===== src/rtl/spi_cmd_dispatch_pkg.sv =====
// Shared types and constants for the SPI command dispatcher: FSM encoding,
// queued frame layout and well-known command codes.
package spi_dispatch_pkg;

    typedef enum logic {
        ST_IDLE     = 1'b0,
        ST_ASSEMBLE = 1'b1
    } state_t;

    // One queued frame: command, right-aligned payload, byte count, overflow flag.
    typedef struct packed {
        logic [7:0]  cmd;
        logic [31:0] data;
        logic [2:0]  len;
        logic        trunc;
    } frame_t;

    localparam int ENTRY_W = 8 + 32 + 3 + 1;

    localparam logic [7:0] CMD_BUTTONS = 8'hF4;

    function automatic logic [31:0] payload_mask(input int bytes);
        logic [31:0] m;
        m = '0;
        for (int i = 0; i < 4; i++) begin
            if (i < bytes) m[i*8 +: 8] = 8'hFF;
        end
        return m;
    endfunction

endpackage


===== src/rtl/spi_cmd_dispatch_if.sv =====
// Byte stream from the SPI protocol layer and the frame handshake to the
// consumer; the dispatcher sits on the slave modport.
interface spi_cmd_dispatch_if;

    logic [7:0]  pw_wdata;
    logic        pw_wcmd;
    logic        pw_wstb;
    logic        pw_end;

    logic        out_valid;
    logic        out_ready;
    logic [7:0]  out_cmd;
    logic [31:0] out_data;
    logic [2:0]  out_len;
    logic        out_trunc;

    modport slave (
        input  pw_wdata, pw_wcmd, pw_wstb, pw_end, out_ready,
        output out_valid, out_cmd, out_data, out_len, out_trunc
    );

    modport master (
        output pw_wdata, pw_wcmd, pw_wstb, pw_end, out_ready,
        input  out_valid, out_cmd, out_data, out_len, out_trunc
    );

endinterface


===== src/rtl/spi_cmd_dispatch_frame_fifo.sv =====
// Completed-frame queue: register array with wrap-bit pointers. A push into a
// full queue is accepted when a pop happens in the same cycle.
module frame_fifo #(
    parameter int WIDTH = 44,
    parameter int DEPTH = 4
) (
    input  logic             clk,
    input  logic             resetq,
    input  logic             i_push,
    input  logic [WIDTH-1:0] i_din,
    input  logic             i_pop,
    output logic [WIDTH-1:0] o_dout,
    output logic             o_full,
    output logic             o_empty
);

    localparam int        AW      = $clog2(DEPTH);
    localparam logic [AW:0] PTR_ONE = 1;

    logic [WIDTH-1:0] r_mem [DEPTH];
    logic [AW:0]      r_wr_ptr;
    logic [AW:0]      r_rd_ptr;
    logic             w_wr_en;
    logic             w_rd_en;

    assign o_empty = (r_wr_ptr == r_rd_ptr);
    assign o_full  = (r_wr_ptr[AW] != r_rd_ptr[AW]) &&
                     (r_wr_ptr[AW-1:0] == r_rd_ptr[AW-1:0]);
    assign w_rd_en = i_pop && !o_empty;
    assign w_wr_en = i_push && (!o_full || w_rd_en);
    assign o_dout  = r_mem[r_rd_ptr[AW-1:0]];

    always_ff @(posedge clk or negedge resetq) begin
        if (!resetq) begin
            r_wr_ptr <= '0;
            r_rd_ptr <= '0;
        end else begin
            if (w_wr_en) r_wr_ptr <= r_wr_ptr + PTR_ONE;
            if (w_rd_en) r_rd_ptr <= r_rd_ptr + PTR_ONE;
        end
    end

    // NOTE: storage is deliberately not reset; pointers define validity and
    // the top masks the head while the queue is empty.
    always_ff @(posedge clk) begin
        if (w_wr_en) r_mem[r_wr_ptr[AW-1:0]] <= i_din;
    end

endmodule


===== src/rtl/spi_cmd_dispatch.sv =====
// Assembles command frames from the SPI byte stream and queues them for a
// ready/valid consumer; frames arriving at a full queue are counted as drops.
module spi_cmd_dispatch
    import spi_dispatch_pkg::*;
#(
    parameter int FIFO_DEPTH    = 4,
    parameter int PAYLOAD_BYTES = 4
) (
    input  logic                clk,
    input  logic                resetq,
    spi_cmd_dispatch_if.slave   bus,
    output logic [7:0]          drop_cnt,
    output logic                busy
);

    localparam logic [2:0]  LEN_MAX   = 3'(PAYLOAD_BYTES);
    localparam logic [31:0] DATA_MASK = payload_mask(PAYLOAD_BYTES);

    state_t      r_state, w_state_nxt;
    logic [7:0]  r_cmd, w_cmd_nxt;
    logic [31:0] r_data, w_data_nxt;
    logic [2:0]  r_len, w_len_nxt;
    logic        r_trunc, w_trunc_nxt;
    logic [7:0]  r_drop;
    logic        w_push, w_pop, w_full, w_empty;
    frame_t      w_frame, w_head;
    logic [ENTRY_W-1:0] w_dout;

    // NOTE: every output gets a default first so no path infers a latch.
    always_comb begin
        w_state_nxt = r_state;
        w_cmd_nxt   = r_cmd;
        w_data_nxt  = r_data;
        w_len_nxt   = r_len;
        w_trunc_nxt = r_trunc;
        w_push      = 1'b0;

        if (bus.pw_wstb && bus.pw_wcmd) begin
            w_state_nxt = ST_ASSEMBLE;
            w_cmd_nxt   = bus.pw_wdata;
            w_data_nxt  = '0;
            w_len_nxt   = '0;
            w_trunc_nxt = 1'b0;
        end else if (bus.pw_wstb && r_state == ST_ASSEMBLE) begin
            w_data_nxt = {r_data[23:0], bus.pw_wdata} & DATA_MASK;
            if (r_len == LEN_MAX) w_trunc_nxt = 1'b1;
            else                  w_len_nxt   = r_len + 3'd1;
        end

        // A byte coinciding with end-of-frame is absorbed before the close.
        if (bus.pw_end && w_state_nxt == ST_ASSEMBLE) begin
            w_push      = 1'b1;
            w_state_nxt = ST_IDLE;
        end

        w_frame = '{cmd: w_cmd_nxt, data: w_data_nxt, len: w_len_nxt, trunc: w_trunc_nxt};
    end

    // NOTE: sequential state uses non-blocking assignments only.
    always_ff @(posedge clk or negedge resetq) begin
        if (!resetq) begin
            r_state <= ST_IDLE;
            r_cmd   <= '0;
            r_data  <= '0;
            r_len   <= '0;
            r_trunc <= 1'b0;
            r_drop  <= '0;
        end else begin
            r_state <= w_state_nxt;
            r_cmd   <= w_cmd_nxt;
            r_data  <= w_data_nxt;
            r_len   <= w_len_nxt;
            r_trunc <= w_trunc_nxt;
            if (w_push && w_full && !w_pop && r_drop != 8'hFF)
                r_drop <= r_drop + 8'd1;
        end
    end

    frame_fifo #(
        .WIDTH (ENTRY_W),
        .DEPTH (FIFO_DEPTH)
    ) u_fifo (
        .clk     (clk),
        .resetq  (resetq),
        .i_push  (w_push),
        .i_din   (w_frame),
        .i_pop   (w_pop),
        .o_dout  (w_dout),
        .o_full  (w_full),
        .o_empty (w_empty)
    );

    assign w_pop  = !w_empty && bus.out_ready;
    assign w_head = frame_t'(w_dout);

    assign bus.out_valid = !w_empty;
    assign bus.out_cmd   = w_empty ? '0   : w_head.cmd;
    assign bus.out_data  = w_empty ? '0   : w_head.data;
    assign bus.out_len   = w_empty ? '0   : w_head.len;
    assign bus.out_trunc = w_empty ? 1'b0 : w_head.trunc;

    assign drop_cnt = r_drop;
    assign busy     = (r_state == ST_ASSEMBLE);

endmodule

===== src/flat_wrapper.sv =====
// flat-port wrapper written by rule: the top's interface ports become plain ports
module spi_cmd_dispatch_flat import spi_dispatch_pkg::*;
#(
    parameter int FIFO_DEPTH    = 4,
    parameter int PAYLOAD_BYTES = 4
)
  (clk, resetq, drop_cnt, busy, bus_pw_wdata, bus_pw_wcmd, bus_pw_wstb, bus_pw_end, bus_out_ready, bus_out_valid, bus_out_cmd, bus_out_data, bus_out_len, bus_out_trunc);
  spi_cmd_dispatch_if bus_i ();
  input  logic clk;
  input  logic resetq;
  output logic [7:0] drop_cnt;
  output logic busy;
  input wire logic [$bits(bus_i.pw_wdata)-1:0] bus_pw_wdata;
  input wire logic [$bits(bus_i.pw_wcmd)-1:0] bus_pw_wcmd;
  input wire logic [$bits(bus_i.pw_wstb)-1:0] bus_pw_wstb;
  input wire logic [$bits(bus_i.pw_end)-1:0] bus_pw_end;
  input wire logic [$bits(bus_i.out_ready)-1:0] bus_out_ready;
  output wire logic [$bits(bus_i.out_valid)-1:0] bus_out_valid;
  output wire logic [$bits(bus_i.out_cmd)-1:0] bus_out_cmd;
  output wire logic [$bits(bus_i.out_data)-1:0] bus_out_data;
  output wire logic [$bits(bus_i.out_len)-1:0] bus_out_len;
  output wire logic [$bits(bus_i.out_trunc)-1:0] bus_out_trunc;
  assign bus_i.pw_wdata = bus_pw_wdata;
  assign bus_i.pw_wcmd = bus_pw_wcmd;
  assign bus_i.pw_wstb = bus_pw_wstb;
  assign bus_i.pw_end = bus_pw_end;
  assign bus_i.out_ready = bus_out_ready;
  assign bus_out_valid = bus_i.out_valid;
  assign bus_out_cmd = bus_i.out_cmd;
  assign bus_out_data = bus_i.out_data;
  assign bus_out_len = bus_i.out_len;
  assign bus_out_trunc = bus_i.out_trunc;
  spi_cmd_dispatch #(.FIFO_DEPTH(FIFO_DEPTH), .PAYLOAD_BYTES(PAYLOAD_BYTES)) u_core (.clk(clk), .resetq(resetq), .bus(bus_i), .drop_cnt(drop_cnt), .busy(busy));
endmodule

===== config.mk =====
export PLATFORM = sky130hd
export DESIGN_NAME = spi_cmd_dispatch_flat
export DESIGN_NICKNAME = d
export VERILOG_FILES = /design/src/rtl/spi_cmd_dispatch_pkg.sv /design/src/rtl/spi_cmd_dispatch_if.sv /design/src/rtl/spi_cmd_dispatch_frame_fifo.sv /design/src/rtl/spi_cmd_dispatch.sv /design/src/flat_wrapper.sv
export SDC_FILE = /design/constraint.sdc
export NUM_CORES = 1
export LEC_CHECK = 0
export CORE_MARGIN = 4
export CORE_UTILIZATION = 40
export CTS_BUF_LIST = sky130_fd_sc_hd__clkbuf_8
export DETAILED_ROUTE_END_ITERATION = 10
export PLACE_DENSITY = 0.64
export SYNTH_ARGS = -nofsm -noshare
export SYNTH_HDL_FRONTEND = slang
export SYNTH_SLANG_ARGS = --single-unit
export TNS_END_PERCENT = 1

===== constraint.sdc =====
create_clock -name clk -period 4.7 [get_ports clk]
set_input_delay 0.705 -clock clk [delete_from_list [all_inputs] [get_ports clk]]
set_output_delay 0.705 -clock clk [all_outputs]
set_load 0.01 [all_outputs]

==> impl_metrics.env, run 1 <==
export IMPL_run_status="finished clean"
export IMPL_timing_hold_worst_class="in -> async"
export IMPL_yosys_warnings=0
export IMPL_tritoncts="built"
export IMPL_power_share_combinational_pct=33.4
export IMPL_synth_compound_area_share_pct=2.29
export IMPL_antenna_cells=0
export IMPL_totalNegativeSetupSlack_ns=0
export IMPL_num_rows=55
export IMPL_drt_first_pass_iters=4
export IMPL_worstPathRequired_ns=3.99
export IMPL_count_of_final_max_slew_check_failures=0
export IMPL_vias_in_the_first_global_route=5342
export IMPL_post_synth_cell_area_avg_sq_um=17.4
export IMPL_peak_vdd_ir_mv=0.223
export IMPL_placedCellCount=862
export IMPL_clkTransAtPathRegs_ns=0.06
export IMPL_synth_top_area_share_pct=57.5
export IMPL_dr_wl_met2_microns=9060
export IMPL_syn_inst=528
export IMPL_cp_max_fo=46
export IMPL_nNetsFinal=639
export IMPL_power_share_switching_pct=28.3
export IMPL_totalWireLength_microns=18000
export IMPL_core_area_sq_um=22600
export IMPL_maxUsedRoutingLayer="met5"
export IMPL_synth_area_mux_share_pct=12.0
export IMPL_post_synth_top_count_cell="sky130_fd_sc_hd__edfxtp_1"
export IMPL_met1_length_microns=7570
export IMPL_synth_yosys_seq_area_share_pct=73.6
export IMPL_p_leak_nw=3.98
export IMPL_numPortBuffers=67
export IMPL_instances_no_fill=932
export IMPL_total_switching_power_w=0.00178
export IMPL_area_growth_from_synthesis_to_final_layout_pct=18.8
export IMPL_slowest_stage_cell_crit_path="sky130_fd_sc_hd__buf_4"
export IMPL_mappedNetlistNets=550
export IMPL_route_vias_total=4801
export IMPL_syn_cell_area_sq_um=9190
export IMPL_dieArea_sq_um=25500
export IMPL_p_per_area_nw_per_um2=576
export IMPL_power_internal_w=0.00451
export IMPL_yosysTopAreaCell="sky130_fd_sc_hd__edfxtp_1"
export IMPL_number_of_enable_flip_flop_cells_after_synthesis=176
export IMPL_fp_dieW_microns=160
export IMPL_wl_per_cell_microns=19.4
export IMPL_starting_density_pct=40.6
export IMPL_dominant_combinational_cell_family_by_area_after_synthesis="multiplexers"
export IMPL_path_class="reg -> out"
export IMPL_period_minus_slack_ns=3.60
export IMPL_yosys_area_share_adder_pct=1.09
export IMPL_drtIter0Drc=307
export IMPL_clock_tree_buffer_depth=3
export IMPL_post_cts_resized=0
export IMPL_h_tree_depth=2
export IMPL_detail_route_antenna_nets=0
export IMPL_wire_length_of_the_first_global_routing_pass_microns=29100
export IMPL_place_detailed_hpwl_microns=11000
export IMPL_setup_violations=0
export IMPL_cpPeakStageDelay_ns=0.73
export IMPL_num_io_pins=68
export IMPL_finalClockSkew_ns=0.0165
export IMPL_rsz_0062_raised_after_global_routing="no"
export IMPL_worst_setup_path_end_kind="output pin"
export IMPL_post_cts_setup_buffers=0
export IMPL_cts_made_buffers=38
export IMPL_critical_path_startpoint_type="flop"
export IMPL_yosys_top_cells_count="176 x sky130_fd_sc_hd__edfxtp_1, 70 x sky130_fd_sc_hd__nand2_1, 59 x sky130_fd_sc_hd__dfrtp_1, 46 x sky130_fd_sc_hd__and2_1, 44 x sky130_fd_sc_hd__mux4_2"
export IMPL_worst_slew_margin_rel_pct=24.9
export IMPL_final_layout_size_suffix_gt1_share_pct=19.2
export IMPL_clock_latency_ns=0.53
export IMPL_power_share_clock_pct=26.7
export IMPL_yosys_most_used_dff="sky130_fd_sc_hd__edfxtp_1"
export IMPL_post_synth_xor_area_fraction_pct=1.51
export IMPL_register_bit_total_from_synthesis=235
export IMPL_drcViolationCount=0
export IMPL_drv_max_cap_violation_count=0
export IMPL_cts_sink_count=235
export IMPL_finalWeightedCongestion=0.827
export IMPL_post_drt_via_cell_ratio=5.15
export IMPL_async_reset_ff_share_pct=25.1
export IMPL_antenna_violations_before_repair=2
export IMPL_cts_root_buffer="sky130_fd_sc_hd__clkbuf_8"
export IMPL_final_min_period_over_clock_period_pct=76.7
export IMPL_grt_use_total_pct=14.5
export IMPL_report_final_hold_viol_count=0
export IMPL_dieHeight_microns=160
export IMPL_worst_margin_pin_slew_ns=1.12
export IMPL_synthSimpleGateAreaFrac_pct=7.84
export IMPL_critPathArrivalTime_ns=2.90
export IMPL_p_seq_share_pct=39.9
export IMPL_globalRoute_totalOverflow=0
export IMPL_synth_top_area_cells="sky130_fd_sc_hd__edfxtp_1 58%, sky130_fd_sc_hd__dfrtp_1 16%, sky130_fd_sc_hd__mux4_2 11%"
export IMPL_synth_cell_type_count=30
export IMPL_hold_buffers=0
export IMPL_met3_length_microns=1050
export IMPL_max_freq_ghz=0.277
export IMPL_pin_count_of_the_biggest_net_entering_global_routing=47
export IMPL_cp_cell_sequence="buf_4 -> mux4_2 -> and2_1 -> clkdlybuf4s50_1"
state kept, by name, indices dropped and copies added, names as in the netlist:
signal / flops
u_core.u_fifo.r_wr_ptr: 3
u_core.r_data: 32
u_core.u_fifo.r_rd_ptr: 3
u_core.busy: 1
u_core.drop_cnt: 8
u_core.r_cmd: 8
u_core.u_fifo.r_mem: 176
u_core.r_trunc: 1
u_core.r_len: 3
per-layer routing:
metal / track usage (%) / vias to the layer above
li1: - / 2158
met2: 24.4 / 119
met3: 4.79 / 33
met5: 0 / -
met4: 4.58 / 4
met1: 17.7 / 2487
stage by stage:
stage	util (%)	hold WS [ns]	setup slack [ns]	power [W]	cell area, sq um
3_5_place_dp	44.9	0.476	1.40	0.00472	10200
4_1_cts	48.2	0.0949	0.963	0.00642	10900
6_report	48.2	0.110	1.10	0.00629	10900
3_3_place_gp	44.9	0.478	1.44	0.00469	10200
5_1_grt	48.2	0.116	0.854	0.00664	10900
2_1_floorplan	-	0.409	2.14	0.00376	9190
kinds of logic after synthesis:
group,count (synthesis)
multiplexers,54
flip-flops,235
AO/OA/AOI/OAI,40
XOR/XNOR,15
buffers and inverters,34
adder cells (fa/ha/maj),8
AND/OR/NAND/NOR,142
worst max-delay path: cells and delay by family (launching register included):
kind / cells / cell delay [ns]
buffers and inverters: 2 / 1.21
DFF: 1 / 0.36
and+or+nand+nor: 1 / 0.18
muxes: 1 / 0.62
power groups by stage:
stage	Sequential, W	Clock, W	Combinational [W]
2_1_floorplan	0.00254	0	0.00122
3_3_place_gp	0.00254	0	0.00215
3_5_place_dp	0.00255	0	0.00217
4_1_cts	0.00251	0.00173	0.00218
5_1_grt	0.00252	0.00183	0.00229
6_report	0.00251	0.00168	0.00210
cell type report:
class / count / area (sq um)
well taps: 285 / 357
flip-flops and latches: 235 / 6760
fillers: 1860 / 11700
repair buffers: 77 / 741
clock inverters: 21 / 80.1
inverters: 6 / 22.5
clock buffers: 49 / 674
multi-input cells: 259 / 2280
final timing paths:
path / from / to / slack (ns) / cells past startpoint
max: u_core.u_fifo.r_rd_ptr[0] / bus_out_data[4] / 1.10 / 4
min: resetq / u_core.drop_cnt[3] / 0.11 / 1
max reg2reg: u_core.u_fifo.r_wr_ptr[0] / u_core.u_fifo.r_mem[3][25] / 2.15 / 4
min reg2reg: u_core.drop_cnt[6] / u_core.drop_cnt[6] / 0.49 / 1
max in group asynchronous: resetq / u_core.u_fifo.r_rd_ptr[0] / 3.69 / 2
min in group clk: u_core.drop_cnt[6] / u_core.drop_cnt[6] / 0.49 / 1
cell usage in the layout (no fill, tap or decap), drive strengths merged:
master | synthesis | routed
o21ai | 1 | 1
nand3 | 3 | 3
nor4b | 1 | 1
edfxtp | 176 | 176
buf | 11 | 11
clkinv | 0 | 2
mux4 | 44 | 44
and4b | 1 | 1
and3 | 6 | 6
nor3 | 4 | 4
clkdlybuf4s50 | 0 | 66
xnor2 | 7 | 7
nand2 | 70 | 70
nor4 | 1 | 1
ha | 8 | 8
dfrtp | 59 | 59
clkbuf | 17 | 49
inv | 6 | 25
nand4 | 3 | 3
a311o | 1 | 1
nor2 | 5 | 5
or3 | 1 | 1
and2 | 46 | 46
a311oi | 1 | 1
mux2 | 10 | 10
a21oi | 36 | 36
or4b | 1 | 1
a31oi | 1 | 1
xor2 | 8 | 8
Power figures use the tool's default switching activity.
==> run 2: changes to the inputs <==
- clock period: 4.7 -> 3.7 ns (I/O delays scaled with it)
==> impl_metrics.env, run 2 (synthesis gave the netlist of run 1 again) <==
export IMPL_run_status="finished clean"
export IMPL_totalWireLength_microns=18000
export IMPL_max_freq_ghz=0.305
export IMPL_num_io_pins=68
export IMPL_h_tree_depth=2
export IMPL_route_vias_total=4767
export IMPL_pin_count_of_the_biggest_net_entering_global_routing=48
export IMPL_power_internal_w=0.00567
export IMPL_dieArea_sq_um=25500
export IMPL_critical_path_startpoint_type="flop"
export IMPL_largest_register_ff_count=176
export IMPL_most_common_layout_cells="176 x sky130_fd_sc_hd__edfxtp_1, 70 x sky130_fd_sc_hd__nand2_1, 66 x sky130_fd_sc_hd__clkdlybuf4s50_1, 57 x sky130_fd_sc_hd__dfrtp_1, 46 x sky130_fd_sc_hd__and2_1"
export IMPL_clkTransAtPathRegs_ns=0.06
export IMPL_globalRoute_totalOverflow=0
export IMPL_cts_sink_count=235
export IMPL_drv_max_cap_violation_count=0
export IMPL_wl_per_cell_microns=19.2
export IMPL_cts_root_buffer="sky130_fd_sc_hd__clkbuf_8"
export IMPL_clock_tree_buffer_depth=3
export IMPL_final_hold_worst_slack_ns=0.186
export IMPL_drcViolationCount=0
export IMPL_power_share_combinational_pct=33.2
export IMPL_vias_in_the_first_global_route=5266
export IMPL_p_per_area_nw_per_um2=722
export IMPL_clock_latency_ns=0.52
export IMPL_fill_cells=1883
export IMPL_antenna_cells=0
export IMPL_most_frequent_standard_cell_in_the_layout_excluding_fill_and_tap_cells="sky130_fd_sc_hd__edfxtp_1"
export IMPL_final_min_period_over_clock_period_pct=88.5
export IMPL_period_minus_slack_ns=3.28
export IMPL_fp_dieW_microns=160
export IMPL_cp_max_fo=32
export IMPL_grt_use_total_pct=14.6
export IMPL_p_seq_share_pct=41.1
export IMPL_final_layout_size_suffix_gt1_share_pct=19.2
export IMPL_worst_setup_path_end_kind="output pin"
export IMPL_place_detailed_hpwl_microns=11200
export IMPL_post_cts_resized=0
export IMPL_starting_density_pct=40.6
export IMPL_peak_vdd_ir_mv=0.313
export IMPL_worst_slew_margin_rel_pct=34.8
export IMPL_worst_margin_pin_slew_ns=0.976
export IMPL_cts_made_buffers=37
export IMPL_timing_rr_end="u_core.u_fifo.r_mem[3][0]"
export IMPL_post_cts_setup_buffers=0
export IMPL_dieHeight_microns=160
export IMPL_count_of_final_max_slew_check_failures=0
export IMPL_reg2reg_slack_ns=1.22
export IMPL_antenna_violations_before_repair=2
export IMPL_area_growth_from_synthesis_to_final_layout_pct=19.1
export IMPL_worstPathRequired_ns=3.14
export IMPL_critPathArrivalTime_ns=2.72
export IMPL_hold_buffers=0
export IMPL_ff2ff_path_depth=4
export IMPL_numPortBuffers=67
export IMPL_post_drt_via_cell_ratio=5.10
export IMPL_totalNegativeSetupSlack_ns=0
export IMPL_report_final_hold_viol_count=0
export IMPL_finalClockSkew_ns=0.0221
export IMPL_detail_route_antenna_nets=0
export IMPL_drt_first_pass_iters=4
export IMPL_core_area_sq_um=22600
export IMPL_wire_length_of_the_first_global_routing_pass_microns=29400
export IMPL_power_share_switching_pct=28.3
export IMPL_timing_hold_worst_class="in -> async"
export IMPL_tritoncts="built"
export IMPL_setup_ws_ns=0.425
export IMPL_num_rows=55
export IMPL_detailedPlace_worstSlack_ns=0.822
export IMPL_p_leak_nw=3.98
export IMPL_drtIter0Drc=301
export IMPL_nNetsFinal=643
export IMPL_power_share_clock_pct=25.7
export IMPL_setup_violations=0
export IMPL_finalWeightedCongestion=0.819
export IMPL_rsz_0062_raised_after_global_routing="no"
export IMPL_r2r_start="u_core.u_fifo.r_rd_ptr[1]"
export IMPL_total_switching_power_w=0.00223
export IMPL_path_class="reg -> out"
[run 2: cell count changes in the layout (fill, tap and decap cells not counted)]
cell,delta
sky130_fd_sc_hd__buf_12,+4
sky130_fd_sc_hd__bufinv_16,+1
sky130_fd_sc_hd__clkinv_2,+2
sky130_fd_sc_hd__clkbuf_8,-8
sky130_fd_sc_hd__clkinvlp_4,+1
sky130_fd_sc_hd__buf_4,+1
sky130_fd_sc_hd__clkinv_1,+2
[run 2: routing by layer]
layer	track usage (%)	vias to the layer above	wire length [microns]
met5	0	-	27
met4	4.62	4	423
met3	4.09	37	982
met2	24.2	114	9050
met1	18.6	2441	7470
li1	-	2171	-
[run 2: worst max path at each step]
stage	end	start	cells past startpoint
2_1_floorplan	u_core.u_fifo.r_mem[3][0]	u_core.u_fifo.r_rd_ptr[0]	5
3_3_place_gp	bus_out_len[1]	u_core.u_fifo.r_rd_ptr[1]	4
3_5_place_dp	u_core.u_fifo.r_mem[3][38]	bus_pw_wstb	5
4_1_cts	bus_out_len[1]	u_core.u_fifo.r_rd_ptr[1]	4
5_1_grt	bus_out_data[17]	u_core.u_fifo.r_rd_ptr[1]	4
6_report	bus_out_data[30]	u_core.u_fifo.r_rd_ptr[1]	4
[run 2: cell type report]
type	count	area [sq um]	area share, %
clock inverters	27	135	1.23
inverters	6	22.5	0.206
flip-flops and latches	235	6760	61.8
well taps	285	357	3.26
multi-input cells	259	2280	20.8
repair buffers	82	828	7.56
clock buffers	41	564	5.15
[run 2: metrics by stage]
step                      std cells  util [%]  total power [W]  instance area (sq um)
after floorplan                 528         -          0.00477                   9190
after global placement          867      45.3          0.00599                  10200
after detailed placement        867      45.3          0.00602                  10200
after CTS                       935      48.4          0.00807                  10900
after global routing            935      48.4          0.00837                  10900
final                           935      48.4          0.00790                  10900
[run 2: power by group through the flow]
stage	clock network (W)	logic [W]	registers, W
floorplan	0	0.00155	0.00322
global placement	0	0.00270	0.00329
detailed placement	0	0.00271	0.00331
CTS	0.00209	0.00272	0.00326
global route	0.00222	0.00287	0.00328
finish	0.00203	0.00262	0.00325
[run 2: critical path, stage by stage (launching register included)]
cell and delay [ns]:
sky130_fd_sc_hd__dfrtp_2 0.62, sky130_fd_sc_hd__buf_4 0.51, sky130_fd_sc_hd__mux4_2 0.40, sky130_fd_sc_hd__and2_1 0.17
sky130_fd_sc_hd__clkdlybuf4s50_1 0.47
